File: src/rtl/mu0_sequencer_if.sv
// mu0_sequencer_if: memory-port handshake between the sequencer and memory.
interface mu0_sequencer_if;
    logic mem_req;
    logic mem_wr;
    logic addr_sel;
    logic mem_ack;
    modport master (output mem_req, output mem_wr, output addr_sel, input mem_ack);
    modport slave (input mem_req, input mem_wr, input addr_sel, output mem_ack);
endinterface

File: src/rtl/mu0_sequencer.sv
// mu0_sequencer: FETCH/EXEC1/EXEC2 control sequencer with memory handshake, skip and halt.
module mu0_sequencer #(
    parameter int CNT_W = 16
) (
    input  logic             clk,
    input  logic             rstn,
    input  logic             start,
    input  logic [15:0]      instruction,
    input  logic             skipstatus,
    input  logic             acc_zero,
    input  logic             acc_neg,
    mu0_sequencer_if.master  mem,
    output logic             ir_en,
    output logic             pc_inc,
    output logic             pc_load,
    output logic             acc_en,
    output logic             exec1,
    output logic             exec2,
    output logic             halted,
    output logic [CNT_W-1:0] instr_count
);
    typedef enum logic [2:0] {IDLE, FETCH, EXEC1, EXEC2, HALT} state_t;
    state_t state, next;
    logic skip_r;
    logic [3:0] op;
    logic is_mem, is_rd, is_acc, retire;
    assign op = instruction[15:12];
    assign is_mem = op[3:2] == 2'b00;
    assign is_rd = is_mem && op != 4'h1;
    assign is_acc = op == 4'h8 || op == 4'h9 || op == 4'hA;
    // Retirement: EXEC2 for reads, otherwise the completing EXEC1 cycle.
    assign retire = exec2 || (exec1 && !is_rd);
    assign halted = state == HALT;
    always_comb begin
        next = state;
        mem.mem_req = 1'b0;
        mem.mem_wr = 1'b0;
        mem.addr_sel = 1'b0;
        ir_en = 1'b0;
        pc_inc = 1'b0;
        pc_load = 1'b0;
        acc_en = 1'b0;
        exec1 = 1'b0;
        exec2 = 1'b0;
        case (state)
            IDLE, HALT: next = start ? FETCH : state;
            FETCH: begin
                mem.mem_req = 1'b1;
                ir_en = mem.mem_ack;
                pc_inc = mem.mem_ack;
                next = mem.mem_ack ? EXEC1 : FETCH;
            end
            EXEC1: begin
                if (is_mem) begin
                    // A skipped memory access finishes at once and ignores ack.
                    mem.mem_req = !skip_r;
                    mem.addr_sel = !skip_r;
                    mem.mem_wr = !skip_r && op == 4'h1;
                    exec1 = skip_r || mem.mem_ack;
                    next = !exec1 ? EXEC1 : is_rd ? EXEC2 : FETCH;
                end else begin
                    exec1 = 1'b1;
                    pc_load = !skip_r && (op == 4'h4 || (op == 4'h5 && acc_neg) || (op == 4'h6 && acc_zero));
                    acc_en = !skip_r && is_acc;
                    next = (op == 4'h7 && !skip_r) ? HALT : FETCH;
                end
            end
            EXEC2: begin
                exec2 = 1'b1;
                acc_en = !skip_r;
                next = FETCH;
            end
            default: next = IDLE;
        endcase
    end
    always_ff @(posedge clk or negedge rstn) begin
        if (!rstn) begin
            state <= IDLE;
            skip_r <= 1'b0;
            instr_count <= '0;
        end else begin
            state <= next;
            if (state == FETCH && mem.mem_ack) skip_r <= skipstatus;
            instr_count <= instr_count + CNT_W'(retire);
        end
    end
endmodule

File: src/flat_wrapper.sv
// flat-port wrapper written by rule: the top's interface ports become plain ports
module mu0_sequencer_flat 
#(
    parameter int CNT_W = 16
)
  (clk, rstn, start, instruction, skipstatus, acc_zero, acc_neg, ir_en, pc_inc, pc_load, acc_en, exec1, exec2, halted, instr_count, mem_mem_req, mem_mem_wr, mem_addr_sel, mem_mem_ack);
  mu0_sequencer_if mem_i ();
  input  logic clk;
  input  logic rstn;
  input  logic start;
  input  logic [15:0] instruction;
  input  logic skipstatus;
  input  logic acc_zero;
  input  logic acc_neg;
  output logic ir_en;
  output logic pc_inc;
  output logic pc_load;
  output logic acc_en;
  output logic exec1;
  output logic exec2;
  output logic halted;
  output logic [CNT_W-1:0] instr_count;
  output wire logic [$bits(mem_i.mem_req)-1:0] mem_mem_req;
  output wire logic [$bits(mem_i.mem_wr)-1:0] mem_mem_wr;
  output wire logic [$bits(mem_i.addr_sel)-1:0] mem_addr_sel;
  input wire logic [$bits(mem_i.mem_ack)-1:0] mem_mem_ack;
  assign mem_mem_req = mem_i.mem_req;
  assign mem_mem_wr = mem_i.mem_wr;
  assign mem_addr_sel = mem_i.addr_sel;
  assign mem_i.mem_ack = mem_mem_ack;
  mu0_sequencer #(.CNT_W(CNT_W)) u_core (.clk(clk), .rstn(rstn), .start(start), .instruction(instruction), .skipstatus(skipstatus), .acc_zero(acc_zero), .acc_neg(acc_neg), .mem(mem_i), .ir_en(ir_en), .pc_inc(pc_inc), .pc_load(pc_load), .acc_en(acc_en), .exec1(exec1), .exec2(exec2), .halted(halted), .instr_count(instr_count));
endmodule
File: config.mk
export PLATFORM = sky130hd
export DESIGN_NAME = mu0_sequencer_flat
export DESIGN_NICKNAME = d
export VERILOG_FILES = /design/src/rtl/mu0_sequencer_if.sv /design/src/rtl/mu0_sequencer.sv /design/src/flat_wrapper.sv
export SDC_FILE = /design/constraint.sdc
export NUM_CORES = 1
export LEC_CHECK = 0
export CAP_MARGIN = 20
export CORE_MARGIN = 10
export CORE_UTILIZATION = 39
export DETAILED_ROUTE_END_ITERATION = 10
export PLACE_DENSITY = 0.78
export SYNTH_ARGS = -nofsm -noshare
export SYNTH_HDL_FRONTEND = slang
export SYNTH_SLANG_ARGS = --single-unit
File: constraint.sdc
create_clock -name clk -period 2.1 [get_ports clk]
set_clock_uncertainty 0.05 [all_clocks]
set_input_delay 0.42 -clock clk [delete_from_list [all_inputs] [get_ports clk]]
set_output_delay 0.42 -clock clk [all_outputs]
set_load 0.02 [all_outputs]
==> results of run 1 <==
-- worst min path at each step --
stage	start	to	depth (start not counted)
final	rstn	u_core.instr_count[6]$_DFF_PN0_	2
after global routing	rstn	u_core.instr_count[11]$_DFF_PN0_	2
after CTS	rstn	u_core.instr_count[5]$_DFF_PN0_	2
after detailed placement	u_core.instr_count[15]$_DFF_PN0_	u_core.instr_count[15]$_DFF_PN0_	1
after global placement	u_core.instr_count[15]$_DFF_PN0_	u_core.instr_count[15]$_DFF_PN0_	1
after floorplan	rstn	u_core.instr_count[0]$_DFF_PN0_	0
-- cells in the mapped netlist --
cell	n	area, um2
a21oi_1	6	30.0
a31oi_1	1	6.26
and3_1	1	6.26
and3_2	1	7.51
buf_2	1	5.00
buf_4	1	7.51
buf_6	1	11.3
dfrtp_1	20	500
ha_1	2	25.0
inv_1	7	26.3
mux2_2	1	11.3
mux2i_1	1	10.0
nand2_1	9	33.8
nand2b_1	1	6.26
nand3_1	5	25.0
nand4_1	4	25.0
nor2_1	12	45.0
nor2_2	1	6.26
nor3_1	2	10.0
nor3b_1	1	7.51
nor4_1	1	6.26
o21ai_0	1	5.00
o21bai_1	1	7.51
o22ai_2	1	12.5
o41ai_1	1	8.76
or3b_4	1	11.3
or4_4	2	22.5
xnor2_1	8	70.1
xor2_1	6	52.6
-- cells in the final DEF, fill, tap and decap left out, drive strengths merged, types with 2 or more instances in the layout --
cell type | Yosys | layout
buf | 3 | 27
clkdlybuf4s50 | 0 | 22
dfrtp | 20 | 20
nor2 | 13 | 13
nand2 | 9 | 9
xnor2 | 8 | 8
inv | 7 | 7
xor2 | 6 | 6
a21oi | 6 | 6
clkbuf | 0 | 5
nand3 | 5 | 5
nand4 | 4 | 4
dlygate4sd2 | 0 | 3
or4 | 2 | 2
dlymetal6s2s | 0 | 2
clkdlybuf4s15 | 0 | 2
and3 | 2 | 2
nor3 | 2 | 2
ha | 2 | 2
-- area by class of cell --
type,instances,area (um2)
Inverter,7,26.3
Timing Repair Buffer,57,513
Fill cell,169,778
Tap cell,30,37.5
Clock buffer,4,36.3
Multi-Input combinational cell,70,563
Sequential cell,20,500
-- sequential cells by signal (all words and copies together), names as in the netlist --
register and cells:
u_core.skip_r 1, u_core.state 3, u_core.instr_count 16
-- cells by family after synthesis --
kind of cell / after synthesis
fa+ha+maj: 2
buf+inv: 10
compound gates: 11
xor+xnor: 14
flops: 20
simple gates: 41
mux: 2
-- repair_timing --
action,4_1_cts,5_1_grt
pin swaps,8,8
setup endpoints to repair,19,21
hold buffers,0,0
resized for setup,51,22
buffers inserted,1,1
gates cloned,0,0
-- per-layer routing --
layer / GRT usage / vias to the layer above
met5: 0 / -
li1: - / 455
met3: 0.0363 / 4
met2: 0.222 / 21
met4: 0.0366 / 0
met1: 0.122 / 488
-- metrics by stage --
step	setup slack (ps)	utilization	area, um2	hold WS, ps	total power, mW
global route	-275	0.683	1680	397	1.61
floorplan	12.8	-	1000	74.4	0.891
finish	-220	0.683	1680	395	1.53
CTS	-215	0.653	1600	404	1.46
global placement	-574	0.619	1520	413	1.19
detailed placement	-609	0.619	1520	416	1.21
-- power by group --
part	leakage, nW	switching, mW	internal, mW
logic	0.515	0.376	0.347
clock network	0.0210	0.121	0.106
registers	0.265	0.113	0.464
==> reports/metrics.yaml, run 1 <==
synth_compound_area_frac: 0.0699
relSlewSlack: 0.762
grt_max_degree: 21
cap_violations: 0
antenna_left: 0
synthCells: 100
rsz0062_at_grt: "true"
tns_ps: -1310
setup_viol: 14
dp_hpwl_mm: 2.11
numClockSinks: 20
timing.critical_path.max_delay_family: "simple AND/OR/NAND/NOR gates"
ioPinCount: 49
p_leak_nw: 0.801
cts_tree: "done"
ys_types: 29
fin_crit_ps: 2320
die_h_um: 70.7
final_layout_size_suffix_gt1_frac: 0.367
final.setup.worst_slack_ps: -220
wl_mm: 3.36
vias_per_cell: 5.15
synth_top_family_by_area: "simple AND/OR/NAND/NOR gates"
grt.total_usage: 0.118
slew_violations: 0
crit_fanout: 4
grt_pass1_vias: 995
clkLatencyLatePin_ps: 300
endpoint: "mem_mem_wr"
status: "finished with violations"
dieArea_mm2: 0.00500
crit_type: "reg -> out"
max_freq_mhz: 431
highest_layer: "met4"
crit_path_end_kind: "primary output"
drc: 0
cpMaxStageDelayCell: "or4_4"
crit_path_start: "u_core.state[2]$_DFFE_PN0P_"
fin_crit_sh: 1.10
grt_pass1_wl_mm: 5.00
syn_nets: 125
post_drt_wl_per_cell_um: 17.9
gp_congestion: 0.773
crit_required_ps: 1630
htreeDepth: 1
area_growth_pct: 67.3
ys_warn_count: 0
dr.pass1.iters: 4
startpoint_type: "flip-flop"
cts_buffers: 3
num_vias: 968
path_depth: 4
root_buffer: "clkbuf_4"
crit_arrival_ps: 1850
grt_overflow: 0
grt_antenna_before_repair: 0
synth_mux_area_frac: 0.0212
reg2reg_from: "u_core.skip_r$_DFFE_PN0P_"
powerDensity_mw_per_mm2: 910
max_stage_delay_ps: 480
cts.clk_slew.worst_paths_ps: 120
io_buffers: 36
synthAdderAreaFrac: 0.0250
cp_num_buf_inv: 1
rows: 18
syn_avg_cell_area_um2: 10.0
wl_met1_mm: 1.21
hold_path.class: "in -> async"
diodes: 0
reg2reg_slack_ps: -10
reg2regPathDepth: 10
yosys.area_share.simple: 0.212
worst_pin_slew_ps: 356
seq_area_frac_synth: 0.499
clockBufferDepth: 2
wl_met3_um: 152
syn_area_mm2: 0.00100
synth_xor_area_frac: 0.122
hold_viol_final: 0
met2_length_mm: 1.95
drtIter0Drc: 29
cp_cell_sequence: "or3b_4 -> or4_4 -> nor2_4 -> buf_6"
synth_seq_cells: 20
dp.cells: 182
r2r_end: "u_core.instr_count[11]$_DFF_PN0_"
core_mm2: 0.00245
nNetsFinal: 184
die_w_um: 70.7
peakVddDrop_uv: 767
violations: "negative setup slack"
initial_core_util: 0.408
fin_cells: 188
(Power assumes the default switching activity.)
==> run 2, diff against run 1 <==
--- a/config.mk
+++ b/config.mk
@@ -5,9 +5,10 @@
 export SDC_FILE = /design/constraint.sdc
 export NUM_CORES = 1
 export LEC_CHECK = 0
+export ABC_AREA = 1
 export CAP_MARGIN = 20
 export CORE_MARGIN = 10
-export CORE_UTILIZATION = 39
+export CORE_UTILIZATION = 41
 export DETAILED_ROUTE_END_ITERATION = 10
 export PLACE_DENSITY = 0.78
 export SYNTH_ARGS = -nofsm -noshare
==> reports/metrics.yaml, run 2 <==
cts_tree: "done"
most-common-layout-cells: "nand2_1 (31), clkdlybuf4s50_1 (25), dfrtp_1 (20)"
final_core_util: 0.650
relSlewSlack: 0.826
max_freq_mhz: 486
rows: 18
final_layout_size_suffix_gt1_frac: 0.242
fin_crit_sh: 0.980
powerDensity_mw_per_mm2: 921
crit_fanout: 4
switching_share: 0.425
clkLatencyLatePin_ps: 300
num_vias: 1112
crit_type: "in -> out"
synthCells: 141
cts_buffers: 3
worst_pin_slew_ps: 261
syn_avg_cell_area_um2: 7.99
synthTopCellsByCount: "nand2_1 (31), dfrtp_1 (20), inv_1 (19)"
power_frac_comb: 0.488
grt.total_usage: 0.110
numClockSinks: 20
syn_nets: 166
drc: 0
slew_violations: 0
startpoint_type: "input port"
top_register: "u_core.instr_count"
grt_pass1_wl_mm: 4.82
post_drt_wl_per_cell_um: 13.2
dr.pass1.iters: 4
ys_top_cells_by_area: "dfrtp_1 (44%), nand2_1 (10%), inv_1 (6.3%)"
synth_seq_cells: 20
die_w_um: 72.4
reg2reg_from: "u_core.skip_r$_DFFE_PN0P_"
dieArea_mm2: 0.00524
crit_required_ps: 1630
initial_core_util: 0.442
die_h_um: 72.4
ys_types: 24
p_int_mw: 0.877
cap_violations: 0
hold_path.class: "in -> async"
wl_met3_um: 272
ys_warn_count: 0
core_mm2: 0.00254
vias_per_cell: 5.05
antenna_left: 0
peakVddDrop_uv: 765
async_flop_share: 1.00
synth.most_common_cell: "nand2_1"
hold_viol_final: 0
grt_overflow: 0
drtIter0Drc: 55
status: "finished clean"
htreeDepth: 1
yosys_most_used_dff: "dfrtp_1"
io_buffers: 36
nNetsFinal: 217
reg2regPathDepth: 10
p_leak_nw: 0.806
wl_met1_mm: 1.12
grt_max_degree: 21
reg.largest.list: "u_core.instr_count (16), u_core.state (3), u_core.skip_r (1)"
p_sw_mw: 0.648
synth_top_area_frac: 0.444
r2r_end: "u_core.instr_count[10]$_DFF_PN0_"
clockBufferDepth: 2
seq_area_frac_synth: 0.444
ioPinCount: 49
syn_area_mm2: 0.00113
synth_top_cell_by_area: "dfrtp_1"
fin_hold_ws_ps: 398
cts.clk_slew.worst_paths_ps: 110
grt_pass1_vias: 1143
highest_layer: "met4"
seq_area_um2: 500
grt_antenna_before_repair: 0
fin_crit_ps: 2060
multi_input_area_um2: 592
diodes: 0
cts_hold_buffers: 0
root_buffer: "clkbuf_4"
p_clk_frac: 0.117
synth-edff-count: 0
gp_congestion: 0.833
final_common_cell: "nand2_1"
dp_hpwl_mm: 2.39
seq_power_share: 0.395
setup_viol: 0
reg2reg_slack_ps: 270
cts_setup_buffers: 0
area_growth_pct: 47.0
met2_length_mm: 1.44
largest_reg_flops: 16
crit_path_end_kind: "primary output"
crit_arrival_ps: 1590
wl_mm: 2.89
tns_ps: 0
fill_cells: 227
-- run 2: timing repair --
item                                    4_1_cts  5_1_grt
resized for setup                            21       23
endpoints found under the hold margin         0        0
pin swaps                                     1        4
endpoints found under the setup margin       15       15
-- run 2: cells by family after synthesis --
family | after synthesis | share of synthesized area
compound gates | 13 | 0.0611
xor+xnor | 8 | 0.0622
simple gates | 75 | 0.330
flops | 20 | 0.444
buf+inv | 23 | 0.0800
fa+ha+maj | 2 | 0.0222
-- run 2: cell type report --
type / instances / share of cell area
Clock buffer: 3 / 0.0136
Inverter: 22 / 0.0499
Multi-Input combinational cell: 98 / 0.358
Sequential cell: 20 / 0.302
Tap cell: 30 / 0.0227
Timing Repair Buffer: 47 / 0.254
-- run 2: power groups by stage --
stage / clock, mW / sequential [mW] / combinational, mW
finish: 0.179 / 0.602 / 0.744
global route: 0.203 / 0.618 / 0.818
CTS: 0.189 / 0.582 / 0.720
detailed placement: 0 / 0.589 / 0.736
global placement: 0 / 0.584 / 0.718
floorplan: 0 / 0.654 / 0.314
-- run 2: stage by stage --
step	worst slack (ps)	instances	instance area [um2]	power, mW
3_5_place_dp	-431	217	1600	1.33
5_1_grt	-32.6	220	1660	1.64
4_1_cts	4.94	220	1620	1.49
2_1_floorplan	233	141	1130	0.969
6_report	42.9	220	1660	1.52
3_3_place_gp	-345	217	1600	1.30
-- run 2: layer usage --
metal,up-vias,track usage
met3,5,0.0408
li1,546,-
met4,0,0.0591
met5,-,0
met1,522,0.106
met2,39,0.197
-- run 2: worst max path at each step --
stage / from / end / cells past startpoint
after floorplan: instruction[13] / u_core.instr_count[10]$_DFF_PN0_ / 11
after global placement: instruction[13] / u_core.instr_count[10]$_DFF_PN0_ / 12
after detailed placement: instruction[13] / u_core.instr_count[14]$_DFF_PN0_ / 13
after CTS: u_core.state[2]$_DFFE_PN0P_ / pc_load / 6
after global routing: instruction[14] / mem_mem_req / 5
final: instruction[14] / mem_mem_req / 5
-- run 2: worst max-delay path, cell delays in order --
cell and delay (ps):
clkdlybuf4s50_1 480, nor2_4 190, nand3_1 140, nand2_1 90, clkdlybuf4s15_2 270
==> RTL edit, RTL diff (flow settings as in run 2) <==
`CNT_W` is set to 16 in 2 places; all go to 14.
--- a/src/rtl/mu0_sequencer.sv
+++ b/src/rtl/mu0_sequencer.sv
@@ -1,5 +1,5 @@
 // mu0_sequencer: FETCH/EXEC1/EXEC2 control sequencer with memory handshake, skip and halt.
 module mu0_sequencer #(
-    parameter int CNT_W = 16
+    parameter int CNT_W = 14
 ) (
     input  logic             clk,
--- a/src/flat_wrapper.sv
+++ b/src/flat_wrapper.sv
@@ -2,5 +2,5 @@
 module mu0_sequencer_flat 
 #(
-    parameter int CNT_W = 16
+    parameter int CNT_W = 14
 )
   (clk, rstn, start, instruction, skipstatus, acc_zero, acc_neg, ir_en, pc_inc, pc_load, acc_en, exec1, exec2, halted, instr_count, mem_mem_req, mem_mem_wr, mem_addr_sel, mem_mem_ack);
Ports: changed (resized instr_count); port bits go from 49 to 47. No check against the original RTL was run, so the function may have changed too.
==> RTL edit against run 2 <==
- first-iteration DRC count is 31% lower
- global-route usage fell by 0.62 points
- highest routed layer unchanged
- setup slack improved by 13 ps
- critical path depth stayed put
- critical endpoint is now pc_inc
- sequential cell count decreased by 2
- design area decreased by 5.7%
- synthesized cell count fell by 14%
- sequential share of layout area decreased by 1.3 points
- clock power rose by 20%
- sequential power shrank 10%
- power shrank 2.5%
- synthesized area decreased by 8.3%
- routed wire length fell by 8.5%
==> RTL edit: results (changes against run 2) <==
- Status: finished, final reports clean (unchanged)
- Fin Hold WS: 399 ps (was 398 ps)
- First-pass GRT wire length: 4350 µm (was 4820 µm)
- Peak supply drop: 765 µV (about the same)
- Synth unique cells: 26 (was 24)
- Register-to-register setup slack: 130 ps (was 270 ps)
- CP delay by family, top: buffers and inverters (unchanged)
- Post-CTS sizing: 23 (was 21)
- Placer Congestion: 0.872 (was 0.833)
- Slew HR: 83.6% (was 82.6%)
- Crit-path max FO: 3 (was 4)
- Max frequency: 0.489 GHz (was 0.486 GHz)
- R2R Path End: u_core.instr_count[11]$_DFF_PN0_ (was u_core.instr_count[10]$_DFF_PN0_)
- Worst Path Arrival: 1570 ps (was 1590 ps)
- Vias per cell: 4.81 (was 5.05)
- Tot GR Track Use: 10.4% (was 11.0%)
- Final nets: 197 (was 217)
- Critical Path Start Type: primary input (unchanged)
- R2R Path Start: u_core.state[2]$_DFFE_PN0P_ (was u_core.skip_r$_DFFE_PN0P_)
- Switching Fraction: 41.9% (was 42.5%)
- Largest net degree at the start of global routing: 19 (was 21)
- Most common library cells after synthesis: 22 x inv_1, 20 x nand2_1, 18 x dfrtp_1, 9 x nor2_1, 7 x nand3_1 (was 31 x nand2_1, 20 x dfrtp_1, 19 x inv_1, 14 x nor2_1, 7 x nand3_1)
- DRT iter0 DRCs: 38 (was 55)
- Initial antenna violation count: 0 (unchanged)
- CP endpoint: pc_inc (was mem_mem_req)
- Critical path origin: mem_mem_ack (was instruction[14])
- Lkg Pwr: 0.779 nW (was 0.806 nW)
- Clock Tree Root: clkbuf_4 (unchanged)
- Starting Density: 42.4% (was 44.2%)
- Total CTS buffers: 3 (unchanged)
- Synth top area cells: dfrtp_1 44%, inv_1 8.0%, nand2_1 7.3% (was dfrtp_1 44%, nand2_1 10%, inv_1 6.3%)
- Fillers: 233 (was 227)
- I/O Buffers: 34 (was 36)
- Crit-path max cell delay: 500 ps (was 480 ps)
- Share of cells above drive strength 1: 30.4% (was 24.2%)
- DP Wirelength: 2080 µm (was 2390 µm)
- Regs by FF count: u_core.instr_count (14), u_core.state (3), u_core.skip_r (1) (was u_core.instr_count (16), u_core.state (3), u_core.skip_r (1))
- R2R depth: 12 (was 10)
- Dpl ws: -341 ps (was -431 ps)
- Syn_nets: 146 (was 166)
- Vias in the first global route: 1018 (was 1143)
- Total routed wirelength: 2650 µm (was 2890 µm)
- Sequential share of the synthesized area: 43.6% (was 44.4%)
-- RTL edit: worst reg2reg max path, stage by stage, from the launching register on --
cell     delay (ps)
dfrtp_1         400
inv_2            90
nand2_4          70
nor2_4          130
nand2_2          70
o22ai_2         130
ha_2            230
buf_4           110
nand3_2         110
nor2_4          190
nand2_2         100
o21ai_2         120
nand2_1          60
-- RTL edit: logic make-up after synthesis --
| group | share of synthesized area (%) |
|---|---|
| compound gates | 8.24 |
| flops | 43.6 |
| fa+ha+maj | 2.42 |
| simple gates | 30.3 |
| buf+inv | 9.45 |
| xor+xnor | 5.94 |
-- RTL edit: power groups by stage --
stage	logic, W	clock network [W]	registers (W)
after global routing	0.000804	0.000236	0.000550
after global placement	0.000719	0	0.000525
after detailed placement	0.000734	0	0.000535
final	0.000734	0.000214	0.000539
after CTS	0.000728	0.000223	0.000531
after floorplan	0.000350	0	0.000585
-- RTL edit: layout make-up --
cell class	count	share of cell area, %
Clock buffer	4	2.33
Multi-Input combinational cell	78	34.3
Tap cell	30	2.41
Sequential cell	18	28.9
Inverter	24	5.77
Timing Repair Buffer	47	26.2
-- RTL edit: layer usage --
metal | GRT usage (%) | up-vias | wire length (µm)
li1 | - | 476 | -
met1 | 10.6 | 452 | 1040
met2 | 16.6 | 33 | 1270
met3 | 6.36 | 6 | 290
met4 | 4.39 | 0 | 46
met5 | 0 | - | 0
-- RTL edit: stage by stage --
stage          power (W)  TNS, ps  area [µm²]  instances
2_1_floorplan   0.000935        0        1030        121
3_3_place_gp     0.00124    -4000        1490        196
3_5_place_dp     0.00127    -4570        1490        196
4_1_cts          0.00148        0        1540        200
5_1_grt          0.00159    -39.9        1560        201
6_report         0.00149        0        1560        201
